## config.mk

```make
export PLATFORM = sky130hd
export DESIGN_NAME = hand_builder
export DESIGN_NICKNAME = d
export VERILOG_FILES = /design/src/rtl/blackjack_pkg.sv /design/src/rtl/card_value_decode.sv /design/src/rtl/hand_builder.sv
export SDC_FILE = /design/constraint.sdc
export NUM_CORES = 1
export LEC_CHECK = 0
export CAP_MARGIN = 20
export CORE_AREA = 2 2 69 71
export DETAILED_ROUTE_END_ITERATION = 16
export DIE_AREA = 0 0 71 73
export GPL_ROUTABILITY_DRIVEN = 0
export GPL_TIMING_DRIVEN = 0
export PLACE_DENSITY = 0.77
export SYNTH_ARGS = -nofsm -noshare
export SYNTH_HDL_FRONTEND = slang
export SYNTH_SLANG_ARGS = --single-unit
```

## constraint.sdc

```tcl
create_clock -name clk -period 4.2 [get_ports clk]
set_input_delay 0.84 -clock clk [delete_from_list [all_inputs] [get_ports clk]]
set_output_delay 0.84 -clock clk [all_outputs]
set_load 0.01 [all_outputs]
```

## src/rtl/blackjack_pkg.sv

```systemverilog
// Shared constants, widths and hand FSM states for the blackjack datapath.
package blackjack_pkg;

  localparam int unsigned CARD_W        = 6;
  localparam int unsigned DECK_SIZE     = 52;
  localparam int unsigned RANK_COUNT    = 13;
  localparam int unsigned VALUE_W       = 4;
  localparam int unsigned SUM_W         = 5;
  localparam int unsigned COUNT_W       = 4;

  localparam int unsigned ACE_RANK      = 0;
  localparam int unsigned LAST_PIP_RANK = 8;
  localparam int unsigned ACE_LOW_VALUE = 1;
  localparam int unsigned FACE_VALUE    = 10;
  localparam int unsigned SOFT_BONUS    = 10;
  localparam int unsigned SOFT_LIMIT    = 11;
  localparam int unsigned BJ_TOTAL      = 21;

  localparam int unsigned MAX_CARDS     = 11;
  localparam int unsigned STAND_ON      = 17;

  typedef enum logic [2:0] {
    ST_IDLE,
    ST_DEAL1,
    ST_DEAL2,
    ST_READY,
    ST_HIT,
    ST_AUTO
  } hand_state_e;

endpackage

```

## src/rtl/card_value_decode.sv

```systemverilog
// Maps a card index (suit*13 + rank) to its blackjack value; aces count as 1.
module card_value_decode
  import blackjack_pkg::*;
(
  input  logic [CARD_W-1:0]  card_idx,
  output logic [VALUE_W-1:0] value,
  output logic               is_ace,
  output logic               invalid
);

  logic [CARD_W-1:0] rank;

  // Rank extraction and value lookup
  always_comb begin
    rank    = card_idx % CARD_W'(RANK_COUNT);
    invalid = (card_idx >= CARD_W'(DECK_SIZE));
    is_ace  = (rank == CARD_W'(ACE_RANK));
    value   = VALUE_W'(FACE_VALUE);
    if (is_ace) begin
      value = VALUE_W'(ACE_LOW_VALUE);
    end else if (rank <= CARD_W'(LAST_PIP_RANK)) begin
      value = VALUE_W'(rank) + VALUE_W'(1);
    end
  end

endmodule

```

## src/rtl/hand_builder.sv

```systemverilog
// Single-hand card consumer: pulls cards from the deck source, tracks the
// soft/hard total and reports bust, blackjack and settle events.
// Optional dealer auto-play is enabled by defining DEALER_AUTO_EN.
module hand_builder
  import blackjack_pkg::*;
(
  input  logic               clk,
  input  logic               rst,
  input  logic               loadFlag,
  input  logic               newHand,
  input  logic               hit,
  input  logic               autoPlay,
  output logic               cardReq,
  input  logic               cardValid,
  input  logic [CARD_W-1:0]  card,
  output logic [SUM_W-1:0]   handTotal,
  output logic               softFlag,
  output logic               bust,
  output logic               blackjack,
  output logic [COUNT_W-1:0] cardCount,
  output logic [CARD_W-1:0]  lastCard,
  output logic               cardErr,
  output logic               busy,
  output logic               done
);

  hand_state_e        state_q, state_d;
  logic               card_req_q, card_req_d;
  logic [SUM_W-1:0]   hard_sum_q, hard_sum_d;
  logic               ace_seen_q, ace_seen_d;
  logic               soft_q, soft_d;
  logic [SUM_W-1:0]   total_q, total_d;
  logic               bust_q, bust_d;
  logic               blackjack_q, blackjack_d;
  logic [COUNT_W-1:0] card_cnt_q, card_cnt_d;
  logic [CARD_W-1:0]  last_card_q, last_card_d;
  logic               card_err_q, card_err_d;
  logic               busy_q, busy_d;
  logic               done_q, done_d;

  logic [VALUE_W-1:0] dec_value;
  logic               dec_is_ace;
  logic               dec_invalid;
  logic               accept;
  logic               take_card;
  logic               hit_ok;

`ifdef DEALER_AUTO_EN
  logic               auto_q, auto_d;
`else
  logic               unused_auto_play;
  assign unused_auto_play = autoPlay;
`endif

  card_value_decode u_decode (
    .card_idx (card),
    .value    (dec_value),
    .is_ace   (dec_is_ace),
    .invalid  (dec_invalid)
  );

  // Next-state, handshake and hand accumulation
  always_comb begin
    state_d     = state_q;
    card_req_d  = card_req_q;
    hard_sum_d  = hard_sum_q;
    ace_seen_d  = ace_seen_q;
    card_cnt_d  = card_cnt_q;
    last_card_d = last_card_q;
    card_err_d  = card_err_q;
    done_d      = 1'b0;
    take_card   = 1'b0;
`ifdef DEALER_AUTO_EN
    auto_d      = auto_q;
`endif
    accept = card_req_q && cardValid && loadFlag;
    hit_ok = !bust_q && (total_q != SUM_W'(BJ_TOTAL)) &&
             (card_cnt_q != COUNT_W'(MAX_CARDS));

    if (newHand) begin
      state_d     = ST_DEAL1;
      card_req_d  = 1'b0;
      hard_sum_d  = '0;
      ace_seen_d  = 1'b0;
      card_cnt_d  = '0;
      last_card_d = '0;
`ifdef DEALER_AUTO_EN
      auto_d      = autoPlay;
`endif
    end else begin
      case (state_q)
        ST_IDLE: begin
          card_req_d = 1'b0;
        end
        ST_DEAL1: begin
          card_req_d = 1'b1;
          if (accept) begin
            if (dec_invalid) begin
              card_err_d = 1'b1;
            end else begin
              take_card = 1'b1;
              state_d   = ST_DEAL2;
            end
          end
        end
        ST_DEAL2: begin
          card_req_d = 1'b1;
          if (accept) begin
            if (dec_invalid) begin
              card_err_d = 1'b1;
            end else begin
              take_card  = 1'b1;
              card_req_d = 1'b0;
              state_d    = ST_READY;
              done_d     = 1'b1;
`ifdef DEALER_AUTO_EN
              if (auto_q) begin
                state_d = ST_AUTO;
                done_d  = 1'b0;
              end
`endif
            end
          end
        end
        ST_READY: begin
          card_req_d = 1'b0;
          if (hit && hit_ok) begin
            state_d = ST_HIT;
          end
        end
        ST_HIT: begin
          card_req_d = 1'b1;
          if (accept) begin
            if (dec_invalid) begin
              card_err_d = 1'b1;
            end else begin
              take_card  = 1'b1;
              card_req_d = 1'b0;
              state_d    = ST_READY;
              done_d     = 1'b1;
            end
          end
        end
`ifdef DEALER_AUTO_EN
        // Request drops after each card so the decision uses the updated total
        ST_AUTO: begin
          if (card_req_q) begin
            if (accept) begin
              if (dec_invalid) begin
                card_err_d = 1'b1;
              end else begin
                take_card  = 1'b1;
                card_req_d = 1'b0;
              end
            end
          end else if ((total_q < SUM_W'(STAND_ON)) && !bust_q) begin
            card_req_d = 1'b1;
          end else begin
            state_d = ST_READY;
            done_d  = 1'b1;
          end
        end
`endif
        default: begin
          state_d    = ST_IDLE;
          card_req_d = 1'b0;
        end
      endcase
    end

    if (take_card) begin
      hard_sum_d  = hard_sum_q + SUM_W'(dec_value);
      ace_seen_d  = ace_seen_q || dec_is_ace;
      card_cnt_d  = card_cnt_q + COUNT_W'(1);
      last_card_d = card;
    end

    soft_d      = ace_seen_d && (hard_sum_d <= SUM_W'(SOFT_LIMIT));
    total_d     = soft_d ? (hard_sum_d + SUM_W'(SOFT_BONUS)) : hard_sum_d;
    bust_d      = (hard_sum_d > SUM_W'(BJ_TOTAL));
    blackjack_d = (card_cnt_d == COUNT_W'(2)) && (total_d == SUM_W'(BJ_TOTAL));
    busy_d      = (state_d inside {ST_DEAL1, ST_DEAL2, ST_HIT, ST_AUTO});
  end

  // State and output registers
  always_ff @(posedge clk or posedge rst) begin
    if (rst) begin
      state_q     <= ST_IDLE;
      card_req_q  <= 1'b0;
      hard_sum_q  <= '0;
      ace_seen_q  <= 1'b0;
      soft_q      <= 1'b0;
      total_q     <= '0;
      bust_q      <= 1'b0;
      blackjack_q <= 1'b0;
      card_cnt_q  <= '0;
      last_card_q <= '0;
      card_err_q  <= 1'b0;
      busy_q      <= 1'b0;
      done_q      <= 1'b0;
`ifdef DEALER_AUTO_EN
      auto_q      <= 1'b0;
`endif
    end else begin
      state_q     <= state_d;
      card_req_q  <= card_req_d;
      hard_sum_q  <= hard_sum_d;
      ace_seen_q  <= ace_seen_d;
      soft_q      <= soft_d;
      total_q     <= total_d;
      bust_q      <= bust_d;
      blackjack_q <= blackjack_d;
      card_cnt_q  <= card_cnt_d;
      last_card_q <= last_card_d;
      card_err_q  <= card_err_d;
      busy_q      <= busy_d;
      done_q      <= done_d;
`ifdef DEALER_AUTO_EN
      auto_q      <= auto_d;
`endif
    end
  end

  assign cardReq   = card_req_q;
  assign handTotal = total_q;
  assign softFlag  = soft_q;
  assign bust      = bust_q;
  assign blackjack = blackjack_q;
  assign cardCount = card_cnt_q;
  assign lastCard  = last_card_q;
  assign cardErr   = card_err_q;
  assign busy      = busy_q;
  assign done      = done_q;

endmodule

```

==> flow_summary.ini, run 1 <==
[run_status]
status = complete, but fails checks
violations = negative setup slack

[floorplanning]
num_io_pins = 35
fp.dieH_um = 73
core_area_um2 = 4540
die-area_um2 = 5180
die_x_um = 71
rows = 25
start_util = 0.518

[job]
drv_cap = 0

[timing]
whs_ps = 478
timing.final.ws_setup_ps = -2110
max_freq_mhz = 158
worstMarginPinSlew_ps = 665
fin_crit_sh = 1.50
finalCriticalPeriod_ps = 6310
setup_viol = 13
finalMaxSlewViolations = 0
slew_headroom = 0.554
finalHoldViolCount = 0
rsz0062_at_grt = yes
tns_ps = -18820
fin_skew_ps = 6.38

[route]
ant_nets = 0
drc = 0
drt_pre_antenna_iters = 4
wirelength_mm = 6.23
wl_per_cell_um = 16.0
top_layer_used = met4
wl_met1_mm = 2.63
route.met3.wl_um = 289
vias = 2264
wl_met2_mm = 3.20
drt_iter0_markers = 137
vias_per_cell = 5.81

[cells_and_area]
final_common_cell = buf_4
fillers = 310
nets = 365
final_area_um2 = 3470
final_cell_mix = buf_4, nor2_1, dfrtp_1
drive_gt1_frac = 0.366
antenna_cells = 0
finalCoreUtilization = 0.764
syn_to_final_growth_pct = 47.5

[cts]
root_buffer = clkbuf_8
clk_latency_ps = 280
cts_hold_buf = 0
cts_tree = yes
clk_pin_slew_worst_paths_ps = 60
cts_sinks = 30
cts_max_path_buffers = 2
numCtsBuffers = 5
htreeDepth = 2

[yosys]
synth_cells = 261
synth_fp_nets = 291
syn_avg_cell_area_um2 = 9.00
ys_ff_latch = 30
synth-edff-count = 0
ys.flop_type = dfrtp_1
async_reset_ff_frac = 1.00
yosysUniqueCellTypes = 66
ys_seq_area_frac = 0.319
synth_area_um2 = 2350
yosysWarningCount = 0

[worst_setup_path]
critPathMaxStageDelay_ps = 400
path_delay_family = compound AO/OA/AOI/OAI gates
cp-end-kind = flip-flop
worstPathRequired_ps = 4390
worstPathMaxFanout = 9
worstSetupPathType = input port to flip-flop
worstPathArrival_ps = 6510
timing.critical_path.mode_cell = ha_4
worst-path-buf-inv = 5
start_kind = input port
critPathSlowestCell = or3b_4

[global_routing]
grt_pass1_vias = 2210
grt_max_degree = 17
grt_pass1_wl_mm = 10.2
antenna_found_initial = 0
grt.total_usage = 0.246
grt.overflow.total = 0

[power]
p_leak_nw = 1.44
max-vdd-ir-drop_mv = 0.371
p_per_area_nw_per_um2 = 291

[worst_hold_path]
hold_path.class = flip-flop to flip-flop

[placed_design]
hpwl_mm = 4.08
postPlaceCellArea_um2 = 2880
io_buffers = 32
## through the flow
stage	worst slack, ps	cells	power, mW
finish	-2110	390	1.01
global route	-2330	390	1.06
CTS	-2100	382	0.981
detailed placement	-3570	348	0.627
global placement	-3410	347	0.612
floorplan	-2150	261	0.541
## report_power, final
part	internal (mW)	total (mW)	switching, mW
Combinational	0.214	0.427	0.213
Sequential	0.303	0.311	0.00881
Clock	0.165	0.271	0.106
Total	0.682	1.01	0.328
## worst reg2reg max path: cells and delay by family, from the launching register on
| kind | cells | cell delay (ps) |
|---|---|---|
| compound gates | 2 | 410 |
| fa+ha+maj | 1 | 180 |
| mux | 2 | 380 |
| simple gates | 7 | 1860 |
| flops | 1 | 320 |
| buf+inv | 2 | 340 |
## routing by layer
metal	vias to the layer above	GRT usage
li1	1084	-
met1	1096	0.315
met2	73	0.409
met3	11	0.0359
met4	0	0.122
met5	-	0
## repair_timing
action	CTS	global route
endpoints found under the hold margin	0	0
gates cloned	0	0
setup buffers	27	9
endpoints found under the setup margin	13	13
resized for setup	56	12
pin swaps	27	21
## registers in the layout, summed over array words and instances, names as in the netlist
name and flops:
blackjack 1, done 1, ace_seen_q 1, softFlag 1, handTotal 5, state_q 3, busy 1, cardErr 1
hard_sum_q 4, bust 1, cardReq 1, cardCount 4, lastCard 6
## final timing paths
check | startpoint | to | slack, ps | cells past startpoint
min in group asynchronous | rst | busy | 930 | 2
min | cardErr | cardErr | 480 | 1
min reg2reg | cardErr | cardErr | 480 | 1
max in group asynchronous | rst | cardCount[3] | 2750 | 3
max reg2reg | state_q[0] | blackjack | 630 | 14
max | card[2] | blackjack | -2110 | 33
## final cells by class
class / instances / area, um2 / share of cell area
Tap cell: 54 / 67.6 / 0.0195
Buffer: 9 / 58.8 / 0.0170
Multi-Input combinational cell: 206 / 1790 / 0.516
Clock buffer: 8 / 110 / 0.0318
Inverter: 14 / 76.3 / 0.0220
Sequential cell: 30 / 751 / 0.217
Timing Repair Buffer: 69 / 613 / 0.177
## kinds of logic after synthesis
family / after synthesis / share of synthesized area
simple gates: 97 / 0.218
compound gates: 61 / 0.194
buf+inv: 25 / 0.0484
xor+xnor: 13 / 0.0485
fa+ha+maj: 18 / 0.0980
mux: 17 / 0.0735
flops: 30 / 0.319
## synthesized netlist by cell type, drive strengths merged (3+ instances only)
master  instances  area share
nor2           35       0.056
dfrtp          30        0.32
nand2          18       0.031
ha             16       0.085
mux2i          15       0.064
a21oi          14       0.036
inv            13       0.021
o21ai          11       0.025
xnor2           9       0.034
buf             7       0.019
nand3           6       0.013
a211oi          5       0.018
nor3            5       0.011
or2             5       0.014
or3             5       0.013
clkbuf          4      0.0064
o21a            4       0.013
xor2            4       0.015
a211o           3       0.011
nor3b           3       0.014
nor4            3      0.0080
nor4b           3       0.014
o31ai           3      0.0096
or3b            3       0.011
Note: power is estimated with default switching activity, not from simulation.
==> inputs of run 2 (changes only) <==
--- a/config.mk
+++ b/config.mk
@@ -7,6 +7,7 @@
 export LEC_CHECK = 0
 export CAP_MARGIN = 20
 export CORE_AREA = 2 2 69 71
+export CTS_CLUSTER_SIZE = 25
 export DETAILED_ROUTE_END_ITERATION = 16
 export DIE_AREA = 0 0 71 73
 export GPL_ROUTABILITY_DRIVEN = 0
@@ -15,3 +16,4 @@
 export SYNTH_ARGS = -nofsm -noshare
 export SYNTH_HDL_FRONTEND = slang
 export SYNTH_SLANG_ARGS = --single-unit
+export TNS_END_PERCENT = 50
==> flow_summary.ini, run 2 (synthesized netlist as in run 1, its figures left out) <==
[run_status]
status = complete, but fails checks
violations = negative setup slack

[placed_design]
io_buffers = 32
place_ws_ps = -3520
hpwl_mm = 3.99

[floorplanning]
die-area_um2 = 5180
num_io_pins = 35
start_util = 0.518
die_x_um = 71
fp.dieH_um = 73
rows = 25
core_area_um2 = 4540

[route]
drt_pre_antenna_iters = 4
vias = 2239
vias_per_cell = 5.86
drt_iter0_markers = 114
wirelength_mm = 6.27
ant_nets = 0
drc = 0
wl_per_cell_um = 16.4

[cts]
cts_max_path_buffers = 2
clk_pin_slew_worst_paths_ps = 70
cts_sinks = 30
root_buffer = clkbuf_8
cts_hold_buf = 0
htreeDepth = 2
numCtsBuffers = 5
clk_latency_ps = 280
cts_tree = yes

[power]
max-vdd-ir-drop_mv = 0.330
p_seq_frac = 0.331
p_per_area_nw_per_um2 = 281
combPwrFrac = 0.420
p_sw_uw = 317
p_leak_nw = 1.38
intPower_uw = 626
power_frac_clock = 0.249
p_sw_frac = 0.336

[global_routing]
antenna_found_initial = 0
grt_max_degree = 25
grt_pass1_vias = 2302
grt.overflow.total = 0
grt_pass1_wl_mm = 10.6
grt.total_usage = 0.257

[cells_and_area]
largest_register_ffs = 6
drive_gt1_frac = 0.326
antenna_cells = 0
final_cell_mix = nor2_1, dfrtp_1, buf_4, clkdlybuf4s50_1, nand2_1
syn_to_final_growth_pct = 42.8
finalCoreUtilization = 0.740
nets = 357

[timing]
finalCriticalPeriod_ps = 6350
fin_skew_ps = 9.44
finalHoldViolCount = 0
finalMaxSlewViolations = 0
slew_headroom = 0.567
worstMarginPinSlew_ps = 647
setup_viol = 13
rsz0062_at_grt = yes
max_freq_mhz = 157
fin_crit_sh = 1.51
timing.final.ws_setup_ps = -2150

[worst_setup_path]
critPathMaxStageDelay_ps = 390
worstPathRequired_ps = 4360
start_kind = input port
worstPathArrival_ps = 6510
cp-end-kind = flip-flop
worstPathMaxFanout = 5
worstSetupPathType = input port to flip-flop
critPathSlowestCell = or3b_4

[worst_hold_path]
hold_path.class = flip-flop to flip-flop

[job]
drv_cap = 0
==> run 2: power groups by stage <==
stage	Combinational, mW	Clock (mW)	Sequential (mW)
finish	0.396	0.235	0.312
global route	0.435	0.253	0.313
CTS	0.371	0.240	0.312
detailed placement	0.308	0	0.317
global placement	0.295	0	0.317
floorplan	0.221	0	0.320
==> run 2: per-layer routing <==
metal / track usage / up-vias / routed length (um)
li1: - / 1072 / -
met1: 0.318 / 1067 / 2570
met2: 0.441 / 82 / 3180
met3: 0.0470 / 18 / 350
met4: 0.113 / 0 / 167
met5: 0 / - / 0
==> run 2: layout make-up <==
type,instances,area (um2)
tap,54,67.6
inverter,14,73.8
clock buffer,7,86.3
buffer,9,58.8
clock inverter,1,5.00
sequential,30,751
fill,325,1180
timing repair buffer,61,566
multi-input combinational,206,1750
==> run 2: worst paths after layout <==
kind | from | to | cells past startpoint | slack, ps
setup / recovery | card[3] | blackjack | 34 | -2150
hold / removal | cardErr | cardErr | 1 | 500
setup reg to reg | state_q[0] | blackjack | 14 | 650
hold reg to reg | cardErr | cardErr | 1 | 500
max in group asynchronous | rst | lastCard[0] | 3 | 2950
min in group asynchronous | rst | handTotal[2] | 2 | 820
==> run 2: what timing repair did <==
item | 4_1_cts | 5_1_grt
pin swaps | 24 | 16
resized for setup | 53 | 7
buffers inserted | 23 | 5
endpoints found under the setup margin | 13 | 13
cloned | 0 | 0
==> run 2: worst max-delay path: cells and delay by family <==
| family | cells | cell delay (ps) |
|---|---|---|
| simple gates | 10 | 1600 |
| compound gates | 8 | 1400 |
| fa+ha+maj | 6 | 1250 |
| mux | 4 | 800 |
| buf+inv | 5 | 440 |
| xor+xnor | 1 | 140 |
==> run 2: per-stage QoR <==
| stage | setup TNS, ps | power (mW) | instances | area, um2 | hold WS, ps |
|---|---|---|---|---|---|
| 2_1_floorplan | -18630 | 0.540 | 261 | 2470 | 468 |
| 6_report | -18830 | 0.943 | 382 | 3350 | 501 |
| 3_3_place_gp | -34180 | 0.612 | 347 | 2860 | 488 |
| 3_5_place_dp | -35420 | 0.625 | 348 | 2890 | 473 |
| 5_1_grt | -22440 | 1.00 | 382 | 3350 | 530 |
| 4_1_cts | -18770 | 0.923 | 378 | 3300 | 501 |
==> inputs of run 3 (changes only) <==
--- a/config.mk
+++ b/config.mk
@@ -13,6 +13,7 @@
 export GPL_ROUTABILITY_DRIVEN = 0
 export GPL_TIMING_DRIVEN = 0
 export PLACE_DENSITY = 0.77
+export SLEW_MARGIN = 20
 export SYNTH_ARGS = -nofsm -noshare
 export SYNTH_HDL_FRONTEND = slang
 export SYNTH_SLANG_ARGS = --single-unit
==> flow_summary.ini, run 3 (synthesized netlist as in run 1, its figures left out) <==
[power]
power_uw = 927
max-vdd-ir-drop_mv = 0.252
p_per_area_nw_per_um2 = 274
p_leak_nw = 1.40

[cells_and_area]
syn_to_final_growth_pct = 43.8
largest_register_ffs = 6
final_common_cell = buf_4
antenna_cells = 0
final_cell_mix = buf_4, nor2_1, dfrtp_1
fillers = 343
finalCoreUtilization = 0.745
stdcell_count = 385
nets = 362
drive_gt1_frac = 0.335

[floorplanning]
start_util = 0.518
die-area_um2 = 5180
die_x_um = 71
rows = 25
num_io_pins = 35
core_area_um2 = 4540
fp.dieH_um = 73

[global_routing]
top_usage_layer = met2
antenna_found_initial = 0
grt.total_usage = 0.251
grt.overflow.total = 0
grt_pass1_wl_mm = 10.3
use_met2 = 0.450
grt_max_degree = 19
grt_pass1_vias = 2178
grt_use_met3 = 0.0318
met1_usage = 0.316

[timing]
finalCriticalPeriod_ps = 6360
rsz0062_at_grt = yes
tns_ps = -18920
fin_skew_ps = 7.14
max_freq_mhz = 157
timing.final.ws_setup_ps = -2160
fin_crit_sh = 1.51
slew_headroom = 0.577
finalHoldViolCount = 0
finalMaxSlewViolations = 0
setup_viol = 13
worstMarginPinSlew_ps = 632

[worst_setup_path]
timing.rr.end = blackjack
worstReg2RegStart = state_q[0]
timing.critical_path.mode_cell = ha_4
worstSetupPathType = input port to flip-flop
critPathLaunch = card[3]
cp-end-kind = flip-flop
worstPathMaxFanout = 5
start_kind = input port
worstPathArrival_ps = 6510
reg2reg_depth = 14
rrSetupSlack_ps = 630
worstPathRequired_ps = 4360
critPathMaxStageDelay_ps = 390
critPathSlowestCell = or3b_4

[run_status]
status = complete, but fails checks
violations = negative setup slack

[route]
drt_pre_antenna_iters = 4
vias_per_cell = 5.79
drc = 0
wl_per_cell_um = 16.3
ant_nets = 0
vias = 2231
wirelength_mm = 6.26
drt_iter0_markers = 225

[cts]
cts_hold_buf = 0
cts_sinks = 30
htreeDepth = 2
clk_pin_slew_worst_paths_ps = 60
cts_max_path_buffers = 2
numCtsBuffers = 5
root_buffer = clkbuf_8
clk_latency_ps = 280
cts_tree = yes

[placed_design]
hpwl_mm = 4.08
placed_cells_incl_taps = 348
io_buffers = 32

[worst_hold_path]
hold_path.class = flip-flop to flip-flop
hold_path_end = ace_seen_q
hp-start = ace_seen_q
hold_path_depth = 2

[job]
drv_cap = 0
==> run 3: through the flow <==
stage | area (um2) | hold slack, ps | setup WS (ps)
final | 3380 | 507 | -2160
after global routing | 3380 | 534 | -2450
after CTS | 3250 | 502 | -2060
after detailed placement | 2890 | 485 | -3510
after global placement | 2860 | 488 | -3380
after floorplan | 2470 | 468 | -2160
==> run 3: power by group <==
part,leakage [nW],total (mW),switching [mW],internal [mW]
Clock,0.0431,0.223,0.0975,0.126
Sequential,0.404,0.312,0.00967,0.303
Combinational,0.956,0.391,0.200,0.191
Total,1.40,0.927,0.308,0.620
==> run 3: final cells by class <==
| class | instances | area (um2) | area share |
|---|---|---|---|
| sequential | 30 | 751 | 0.222 |
| timing repair buffer | 66 | 603 | 0.179 |
| buffer | 9 | 58.8 | 0.0174 |
| multi-input combinational | 206 | 1740 | 0.514 |
| clock buffer | 6 | 82.6 | 0.0244 |
| tap | 54 | 67.6 | 0.0200 |
| inverter | 14 | 78.8 | 0.0233 |
==> run 3: how the worst max path moves through the flow <==
| stage | end | slack (ps) |
|---|---|---|
| 2_1_floorplan | blackjack | -2160 |
| 3_3_place_gp | blackjack | -3380 |
| 3_5_place_dp | blackjack | -3510 |
| 4_1_cts | blackjack | -2060 |
| 5_1_grt | blackjack | -2450 |
| 6_report | blackjack | -2160 |
==> run 3: repair_timing <==
action	4_1_cts	5_1_grt
resized for setup	50	11
endpoints found under the setup margin	13	13
cloned	0	0
setup buffers	21	12
pin swaps	23	22
==> run 3: worst max-delay path, delay by kind of cell <==
kind	cells	cell delay, ps
compound gates	9	1810
simple gates	8	1280
fa+ha+maj	6	1250
mux	3	570
xor+xnor	2	400
buf+inv	5	350
==> run 3: layer usage <==
metal / part of all wire / routed length, um
met5: 0 / 0
met2: 0.52 / 3230
met4: 0.017 / 106
met1: 0.42 / 2600
met3: 0.052 / 324
